$ cat config.mk
export PLATFORM = sky130hd
export DESIGN_NAME = accum_alu_flat
export DESIGN_NICKNAME = d
export VERILOG_FILES = /design/src/rtl/accum_alu_pkg.sv /design/src/rtl/accum_alu_if.sv /design/src/rtl/accum_alu_mul.sv /design/src/rtl/accum_alu.sv /design/src/flat_wrapper.sv
export SDC_FILE = /design/constraint.sdc
export NUM_CORES = 1
export LEC_CHECK = 0
export ABC_AREA = 1
export BUFFER_PORTS_ARGS = -buffer_cell sky130_fd_sc_hd__buf_2
export CAP_MARGIN = 10
export CELL_PAD_IN_SITES_DETAIL_PLACEMENT = 2
export CELL_PAD_IN_SITES_GLOBAL_PLACEMENT = 2
export CORE_AREA = 2 2 77 79
export DETAILED_ROUTE_END_ITERATION = 8
export DIE_AREA = 0 0 79 81
export HOLD_SLACK_MARGIN = 0.06
export PLACE_DENSITY = 0.87
export SLEW_MARGIN = 10
export SYNTH_ARGS = -nofsm -noshare
export SYNTH_HDL_FRONTEND = slang
export SYNTH_SLANG_ARGS = --single-unit
$ cat constraint.sdc
create_clock -name clk -period 2.1 [get_ports clk]
set_clock_uncertainty 0.15 [all_clocks]
set_input_delay 0.315 -clock clk [delete_from_list [all_inputs] [get_ports clk]]
set_output_delay 0.315 -clock clk [all_outputs]
set_load 0.05 [all_outputs]
$ cat src/rtl/accum_alu_pkg.sv
// ============================================================================
// Module      : accum_alu_pkg
// Description : Opcode and FSM state encodings plus default datapath width
//               shared by the accumulator ALU, its interface and the bench.
// Revision    : 1.0 - initial release
// ============================================================================
`default_nettype none

package accum_alu_pkg;

    localparam int c_default_width = 8;

    typedef enum logic [2:0] {
        OP_NOP  = 3'b000,
        OP_LOAD = 3'b001,
        OP_ADD  = 3'b010,
        OP_SUB  = 3'b011,
        OP_XNOR = 3'b100,
        OP_AND  = 3'b101,
        OP_MUL  = 3'b110,
        OP_CLR  = 3'b111
    } op_t;

    typedef enum logic [0:0] {
        S_IDLE = 1'b0,
        S_MUL  = 1'b1
    } state_t;

endpackage

`default_nettype wire

$ cat src/rtl/accum_alu_if.sv
// ============================================================================
// Module      : accum_alu_if
// Description : Command handshake and result bus of the accumulator ALU.
// Revision    : 1.0 - initial release
// ============================================================================
`default_nettype none

interface accum_alu_if
    import accum_alu_pkg::*;
#(
    parameter int WIDTH = c_default_width
) ();

    logic             in_valid;
    logic             in_ready;
    op_t              op;
    logic [WIDTH-1:0] operand;
    logic [WIDTH-1:0] acc;
    logic             done;
    logic             busy;
    logic             carry;
    logic             zero;
    logic             err;

    modport master (
        output in_valid, op, operand,
        input  in_ready, acc, done, busy, carry, zero, err
    );

    modport slave (
        input  in_valid, op, operand,
        output in_ready, acc, done, busy, carry, zero, err
    );

endinterface

`default_nettype wire

$ cat src/rtl/accum_alu_mul.sv
// ============================================================================
// Module      : accum_alu_mul
// Description : Unsigned shift-add multiplier, one partial product per cycle.
//               'product' is the value after the current step; 'last' flags
//               the step that completes the WIDTH-th iteration.
// Revision    : 1.0 - initial release
// ============================================================================
`default_nettype none

module accum_alu_mul
    import accum_alu_pkg::*;
#(
    parameter int WIDTH = c_default_width
) (
    input  wire logic               clk,
    input  wire logic               rst,
    input  wire logic               start,
    input  wire logic [WIDTH-1:0]   multiplicand,
    input  wire logic [WIDTH-1:0]   multiplier,
    output logic      [2*WIDTH-1:0] product,
    output logic                    last
);

    localparam int CW = $clog2(WIDTH);

    logic [2*WIDTH-1:0] r_prod;
    logic [WIDTH-1:0]   r_mcand;
    logic [CW-1:0]      r_count;
    logic               r_run;
    logic [WIDTH:0]     w_upper;
    logic [2*WIDTH-1:0] w_step;

    // Upper half accumulates the multiplicand when the current multiplier LSB is set,
    // then the whole register shifts right, retiring one multiplier bit.
    always_comb begin
        w_upper = {1'b0, r_prod[2*WIDTH-1:WIDTH]} + (r_prod[0] ? {1'b0, r_mcand} : '0);
        w_step  = {w_upper, r_prod[WIDTH-1:1]};
    end

    assign product = w_step;
    assign last    = r_run && (r_count == CW'(WIDTH - 1));

    always_ff @(posedge clk) begin
        if (rst) begin
            r_prod  <= '0;
            r_mcand <= '0;
            r_count <= '0;
            r_run   <= 1'b0;
        end else if (start) begin
            r_prod  <= {{WIDTH{1'b0}}, multiplier};
            r_mcand <= multiplicand;
            r_count <= '0;
            r_run   <= 1'b1;
        end else if (r_run) begin
            r_prod <= w_step;
            if (last) begin
                r_count <= '0;
                r_run   <= 1'b0;
            end else begin
                r_count <= r_count + CW'(1);
            end
        end
    end

endmodule

`default_nettype wire

$ cat src/rtl/accum_alu.sv
// ============================================================================
// Module      : accum_alu
// Description : Accumulator ALU with single-cycle ops and an optional
//               multi-cycle MUL enabled by macro ACCUM_ALU_MUL_EN.
// Revision    : 1.0 - initial release
// ============================================================================
`default_nettype none

module accum_alu
    import accum_alu_pkg::*;
#(
    parameter int WIDTH = c_default_width
) (
    input  wire logic  clk,
    input  wire logic  RESET,
    accum_alu_if.slave bus
);

    state_t           r_state;
    logic [WIDTH-1:0] r_acc;
    logic             r_carry;
    logic             r_zero;
    logic             r_err;
    logic             r_done;

    logic             w_accept;
    logic [WIDTH:0]   w_sum;
    logic [WIDTH:0]   w_diff;
    logic [WIDTH-1:0] w_res;
    logic             w_res_carry;
    logic             w_write;

    assign w_accept = bus.in_valid && (r_state == S_IDLE);
    assign w_sum    = {1'b0, r_acc} + {1'b0, bus.operand};
    assign w_diff   = {1'b0, r_acc} - {1'b0, bus.operand};

    always_comb begin
        w_res       = r_acc;
        w_res_carry = r_carry;
        w_write     = 1'b0;
        case (bus.op)
            OP_LOAD: begin w_res = bus.operand;          w_write = 1'b1; end
            OP_ADD:  begin w_res = w_sum[WIDTH-1:0];  w_res_carry = w_sum[WIDTH];  w_write = 1'b1; end
            OP_SUB:  begin w_res = w_diff[WIDTH-1:0]; w_res_carry = w_diff[WIDTH]; w_write = 1'b1; end
            OP_XNOR: begin w_res = ~(r_acc ^ bus.operand); w_res_carry = 1'b0; w_write = 1'b1; end
            OP_AND:  begin w_res = r_acc & bus.operand;    w_res_carry = 1'b0; w_write = 1'b1; end
            OP_CLR:  begin w_res = '0;                     w_res_carry = 1'b0; w_write = 1'b1; end
            default: ;
        endcase
    end

`ifdef ACCUM_ALU_MUL_EN
    logic               w_mul_start;
    logic [2*WIDTH-1:0] w_product;
    logic               w_mul_last;

    assign w_mul_start = w_accept && (bus.op == OP_MUL);

    accum_alu_mul #(
        .WIDTH        (WIDTH)
    ) u_mul (
        .clk          (clk),
        .rst          (RESET),
        .start        (w_mul_start),
        .multiplicand (r_acc),
        .multiplier   (bus.operand),
        .product      (w_product),
        .last         (w_mul_last)
    );
`endif

    always_ff @(posedge clk) begin
        if (RESET) begin
            r_state <= S_IDLE;
            r_acc   <= '0;
            r_carry <= 1'b0;
            r_zero  <= 1'b1;
            r_err   <= 1'b0;
            r_done  <= 1'b0;
        end else begin
            r_done <= 1'b0;
            case (r_state)
                S_IDLE: begin
                    if (w_accept) begin
                        r_err  <= 1'b0;
                        r_done <= 1'b1;
                        if (bus.op == OP_MUL) begin
`ifdef ACCUM_ALU_MUL_EN
                            r_done  <= 1'b0;
                            r_state <= S_MUL;
`else
                            // No multiplier in this build: retire MUL as an illegal op.
                            r_err <= 1'b1;
`endif
                        end else if (w_write) begin
                            r_acc   <= w_res;
                            r_carry <= w_res_carry;
                            r_zero  <= (w_res == '0);
                        end
                    end
                end
                S_MUL: begin
`ifdef ACCUM_ALU_MUL_EN
                    if (w_mul_last) begin
                        r_acc   <= w_product[WIDTH-1:0];
                        r_carry <= |w_product[2*WIDTH-1:WIDTH];
                        r_zero  <= (w_product[WIDTH-1:0] == '0);
                        r_done  <= 1'b1;
                        r_state <= S_IDLE;
                    end
`else
                    r_state <= S_IDLE;
`endif
                end
                default: r_state <= S_IDLE;
            endcase
        end
    end

    assign bus.in_ready = (r_state == S_IDLE);
    assign bus.busy     = (r_state == S_MUL);
    assign bus.acc      = r_acc;
    assign bus.carry    = r_carry;
    assign bus.zero     = r_zero;
    assign bus.err      = r_err;
    assign bus.done     = r_done;

endmodule

`default_nettype wire

$ cat src/flat_wrapper.sv
// flat-port wrapper written by rule: the top's interface ports become plain ports
module accum_alu_flat import accum_alu_pkg::*;
#(
    parameter int WIDTH = c_default_width
)
  (clk, RESET, bus_in_valid, bus_op, bus_operand, bus_in_ready, bus_acc, bus_done, bus_busy, bus_carry, bus_zero, bus_err);
  accum_alu_if #(.WIDTH(WIDTH)) bus_i ();
  input  wire logic clk;
  input  wire logic RESET;
  input wire logic [$bits(bus_i.in_valid)-1:0] bus_in_valid;
  input wire logic [$bits(bus_i.op)-1:0] bus_op;
  input wire logic [$bits(bus_i.operand)-1:0] bus_operand;
  output wire logic [$bits(bus_i.in_ready)-1:0] bus_in_ready;
  output wire logic [$bits(bus_i.acc)-1:0] bus_acc;
  output wire logic [$bits(bus_i.done)-1:0] bus_done;
  output wire logic [$bits(bus_i.busy)-1:0] bus_busy;
  output wire logic [$bits(bus_i.carry)-1:0] bus_carry;
  output wire logic [$bits(bus_i.zero)-1:0] bus_zero;
  output wire logic [$bits(bus_i.err)-1:0] bus_err;
  assign bus_i.in_valid = bus_in_valid;
  assign bus_i.op = bus_op;
  assign bus_i.operand = bus_operand;
  assign bus_in_ready = bus_i.in_ready;
  assign bus_acc = bus_i.acc;
  assign bus_done = bus_i.done;
  assign bus_busy = bus_i.busy;
  assign bus_carry = bus_i.carry;
  assign bus_zero = bus_i.zero;
  assign bus_err = bus_i.err;
  accum_alu #(.WIDTH(WIDTH)) u_core (.clk(clk), .RESET(RESET), .bus(bus_i));
endmodule
; ---- Yosys cells after proc, flatten, opt, wreduce, memory -nomap -nowiden
; Index checks and enable logic that the tools add are counted.
[totals]
register_bits = 12
in_bits = 14
out_inout_bits = 14
word_cells = 29
[op_classes]
n_addsub = 2
n_eq_ne = 7
muxes = 5
bitwise = 4
n_reduce_logical = 6
[ops]
columns = op, n
row1 = one-hot mux 8 bit (6 select lines), 1
row2 = == test 3 bit (second input constant), 4
row3 = adder 8 x 8 -> 9 bit, 1
row4 = subtractor 8 x 8 -> 9 bit, 1
row5 = bitwise AND 8 bit, 1
row6 = logical NOT 8 bit, 1
row7 = NOT 8 bit, 1
row8 = XOR 8 bit, 1
row9 = == test 3 x 2 -> 1 bit (second input constant), 2
row10 = OR reduction 6 bit, 1
row11 = AND reduction 4 bit, 1
row12 = == test 3 x 1 -> 1 bit (second input constant), 1
row13 = two-way mux 1 bit, 3
row14 = one-hot mux 1 bit (3 select lines), 1
row15 = AND reduction 3 bit, 1
row16 = nonzero test 3 bit, 1
row17 = OR reduction 3 bit, 1
row18 = NOT 1 bit, 1

; ---- Logic depth before layout (Yosys ltp)
[logic_depth]
ltp_word = 4
mapped_depth = 16
ltp_nobuf = 16

; ---- Least setup slack after synthesis
; No wires, ideal clock.
[synth_path]
path_type = reg-to-reg
start = register u_core.r_acc[0] (netlist: u_core.bus.acc[0])
end = register u_core.r_zero (netlist: u_core.bus.zero)
setup_ns = 0.060
arrival_ns = 1.950
required_ns = 1.890
slack_ns = -0.060
path_stages_with_launch = 12
path_buffers = 0
synth_period_minus_slack_ns = 2.160
cell_sequence = dfxtp_1 -> inv_1 -> ha_1 -> inv_1 -> fa_1 -> nand2_1 -> nand3_1 -> nor3_2 -> nand4_1 -> nor2_1 -> nand2_1 -> nand2_1
[synth_between]
elab_chain_cells = 4
elab_cells_between_ends = 7
classes_between = add/sub (2) / mux (1) / bitwise (3) / reduce/logical (1)
[synth_rtl]
columns = item, line_no
row1 = "start, declared", accum_alu.sv:20  ; logic [WIDTH-1:0] r_acc;
row2 = "start signal, assigned", accum_alu.sv:96  ; r_acc <= w_res;
row3 = "parallel branches: the longest is 2 deep, another holds subtractor 8 x 8 -> 9 bit", --
row4 = one-hot mux 8 bit (6 select lines) *, accum_alu.sv:41  ; case (bus.op)
row5 = logical NOT 8 bit *, accum_alu.sv:98  ; r_zero <= (w_res == '0);
row6 = "end signal, assigned", accum_alu.sv:98
row7 = "end, declared", accum_alu.sv:22  ; logic r_zero;
; Mark *: on every way between the ends.
; A chain may end at the register's enable or synchronous reset.

; ---- Final worst setup path
; Ends and elaborated chain as after synthesis.

==> results.md <==
* Max Cap Viol at 0
* GP Congestion at 0.864
* H-tree levels at 1
* Power density over cell area at around 530 nW/µm²
* Worst r2r src: u_core.bus.acc[0]$_SDFFE_PP0P_
* Ys flop type: dfxtp_1
* Startpoint class of the critical path: flop
* DRC errors left at 0
* Share of cells above drive strength 1 at 0.285
* Synth Area per Inst at around 6 µm²
* Main area contributors after synthesis: nand2_1 (17%), dfxtp_1 (15%), ha_1 (13%), inv_1 (9.4%), nand3_1 (8.1%)
* WS Path Type: flop to flop
* Tcrit/Tclk final at 1.03
* Failing checks: negative setup slack
* Clk sinks at 12
* Peak VDD IR at slightly above 400 µV
* Sequential area share after synthesis at 0.155
* Reg2Reg Setup Slack at -0.06 ns
* Starting Density at 0.273
* Final setup margin at -0.0599 ns
* Minimum clock period at approximately 2.2 ns
* I/O pins at 28
* ANT cells at 0
* Clock slew at reported path FFs at 0.06 ns
* Synth top area share at 0.167
* Worst-Skew Late Latency at 0.25 ns
* RSZ-0062 raised after global routing: yes
* CTS tree: done
* Pins Over Slew Limit at 0
* Die Y-Extent at 81 µm
* Status: finished with violations
* Crit. Startpoint: u_core.bus.acc[0]$_SDFFE_PP0P_
* Crit. End Element: flop
* Fmax at 0.463 GHz
* Syn_nets at ~300
* Die X at 79 µm
* CTS buffer count at 3
* FF+latch count, synth at 12
* Via count at 1910
* R2R Path End: u_core.bus.zero$_SDFFE_PP1P_
* Placeable Area at roughly 5700 µm²
* Final wirelength at 6.80 mm
* Vias per std cell at 5.07
* Final setup fails at 1
* Final hold vios at 0
* Routed Antenna Nets at 0
* Largest area contributor in the netlist: nand2_1
* Synth top cells by count: nand2_1 (69), inv_1 (39), nor2_1 (30)
* CP required at 2.15 ns
* Worst setup path end: u_core.bus.zero$_SDFFE_PP1P_
* Clock root buffer: clkbuf_8
* Post-layout util at 0.347
* Drt wl/cell at 18.0 µm
* Pre-CTS setup slack at -0.109 ns
* Clk buf depth at 2
* Largest net degree at the start of global routing at 12
* Vias in the first global route at 2106
* # nets final at 335
* Buffers on Ports at 25
* Crit path DAT at 2.21 ns
* DIE AREA at 6400 µm²
* DP HPWL at 5.19 mm
* First-pass GRT wire length at 10.7 mm
* GRT Util Overall at 0.219
* Core Rows at 28
* Cells on worst reg2reg path at 15
* Initial drt markers at 76
* Hold_buf cts at 0
* P_leak at 1.08 nW
* Synth Warn # at 0
* Pre-Repair DR Iteration Count at 4
* Synth unique cells at 27
* HP Class: primary input to flop
* Async SR Flop Fraction at 0
* Synth-to-layout area growth at 27.2%
* Grt ovf at 0
* Cell count after synthesis at around 270
* Most frequent cell after synthesis: nand2_1
* Post-synth EDFFs at 0
* Antenna violations before repair at 0
* Critical path peak fanout at 3
* Syn Std Cell Area at 1550 µm²
## repair_timing
action,4_1_cts,5_1_grt
pin swaps,10,7
gates resized for setup,11,15
setup buffers,3,0
setup endpoints to repair,1,8
## metal layers
metal  part of all wire  global-route usage  vias up
li1                   -                   -      915
met1               0.42               0.264      940
met2               0.52               0.394       39
met3              0.031              0.0222       16
met4              0.025               0.100        0
met5                  0                   0        -
## placed cells by master, fill, tap and decap left out, types with 8 or more instances in the layout
| cell | netlist | final |
|---|---|---|
| nand2_1 | 69 | 67 |
| inv_1 | 39 | 36 |
| buf_2 | 4 | 25 |
| nor2_1 | 30 | 24 |
| nand3_1 | 25 | 23 |
| a21oi_1 | 16 | 14 |
| buf_4 | 2 | 14 |
| ha_1 | 16 | 13 |
| inv_2 | 7 | 10 |
| nor2_2 | 4 | 9 |
| dfxtp_1 | 12 | 9 |
| nand4_1 | 8 | 8 |
## cell families (layout without fill, tap and decap cells)
logic type	after synthesis	after routing	share of synthesized area
xor gates and xnor gates	1	1	0.00565
buffers and inverters	53	90	0.136
AOI/OAI and AO/OA	32	32	0.114
DFF	12	12	0.155
other	2	2	0.00484
adders and majority gates	18	18	0.155
and+or+nand+nor	147	147	0.429
## how the worst min path moves through the flow
stage	to	cells after the start	startpoint	slack (ns)
finish	u_core.bus.acc[2]$_SDFFE_PP0P_	2	RESET	0.13
CTS	u_core.bus.acc[2]$_SDFFE_PP0P_	2	RESET	0.14
floorplan	u_core.bus.acc[2]$_SDFFE_PP0P_	1	RESET	0.23
global placement	u_core.bus.err$_SDFFE_PP0P_	2	u_core.bus.err$_SDFFE_PP0P_	0.31
detailed placement	u_core.bus.zero$_SDFFE_PP1P_	2	u_core.bus.zero$_SDFFE_PP1P_	0.31
global route	u_core.bus.acc[2]$_SDFFE_PP0P_	2	RESET	0.13
## flip-flops by register name (all words and copies together) (netlist names)
register and count:
u_core.bus.acc 8, u_core.bus.err 1, u_core.bus.done 1, u_core.bus.zero 1, u_core.bus.carry 1
## layout make-up
class                   instances  area (µm²)
clock buffers                   4        55.1
fillers                       729        3700
multi-input cells             200        1170
inverters                      47         176
flip-flops and latches         12         246
well taps                      75        93.8
repair buffers                 39         230
## power breakdown
| group | switching [mW] | total, mW | internal (mW) |
|---|---|---|---|
| sequential | 0.0151 | 0.260 | 0.245 |
| clock | 0.103 | 0.269 | 0.166 |
| combinational | 0.348 | 0.522 | 0.174 |
## stage by stage
step                TNS [ns]  area (µm²)  hold WS, ns  std cells  power [mW]
CTS                  -0.0233        1930        0.135        377        1.04
detailed placement    -0.146        1820        0.313        370       0.738
global route          -0.275        1970        0.132        377        1.12
floorplan                  0        1550        0.227        265       0.578
finish               -0.0599        1970        0.133        377        1.05
global placement           0        1820        0.310        370       0.717
## critical path: stages (launching register included)
cell,delay (ns)
dfxtp_2,0.33
inv_2,0.07
ha_4,0.14
inv_2,0.05
fa_2,0.36
nor2_2,0.14
nor2_2,0.05
nand2_2,0.07
nand2_2,0.07
nor2_4,0.09
nand3_2,0.09
nor2_2,0.10
nand4_1,0.08
nor2_1,0.13
nand2_1,0.10
nand2_1,0.07
(Power assumes the default switching activity.)
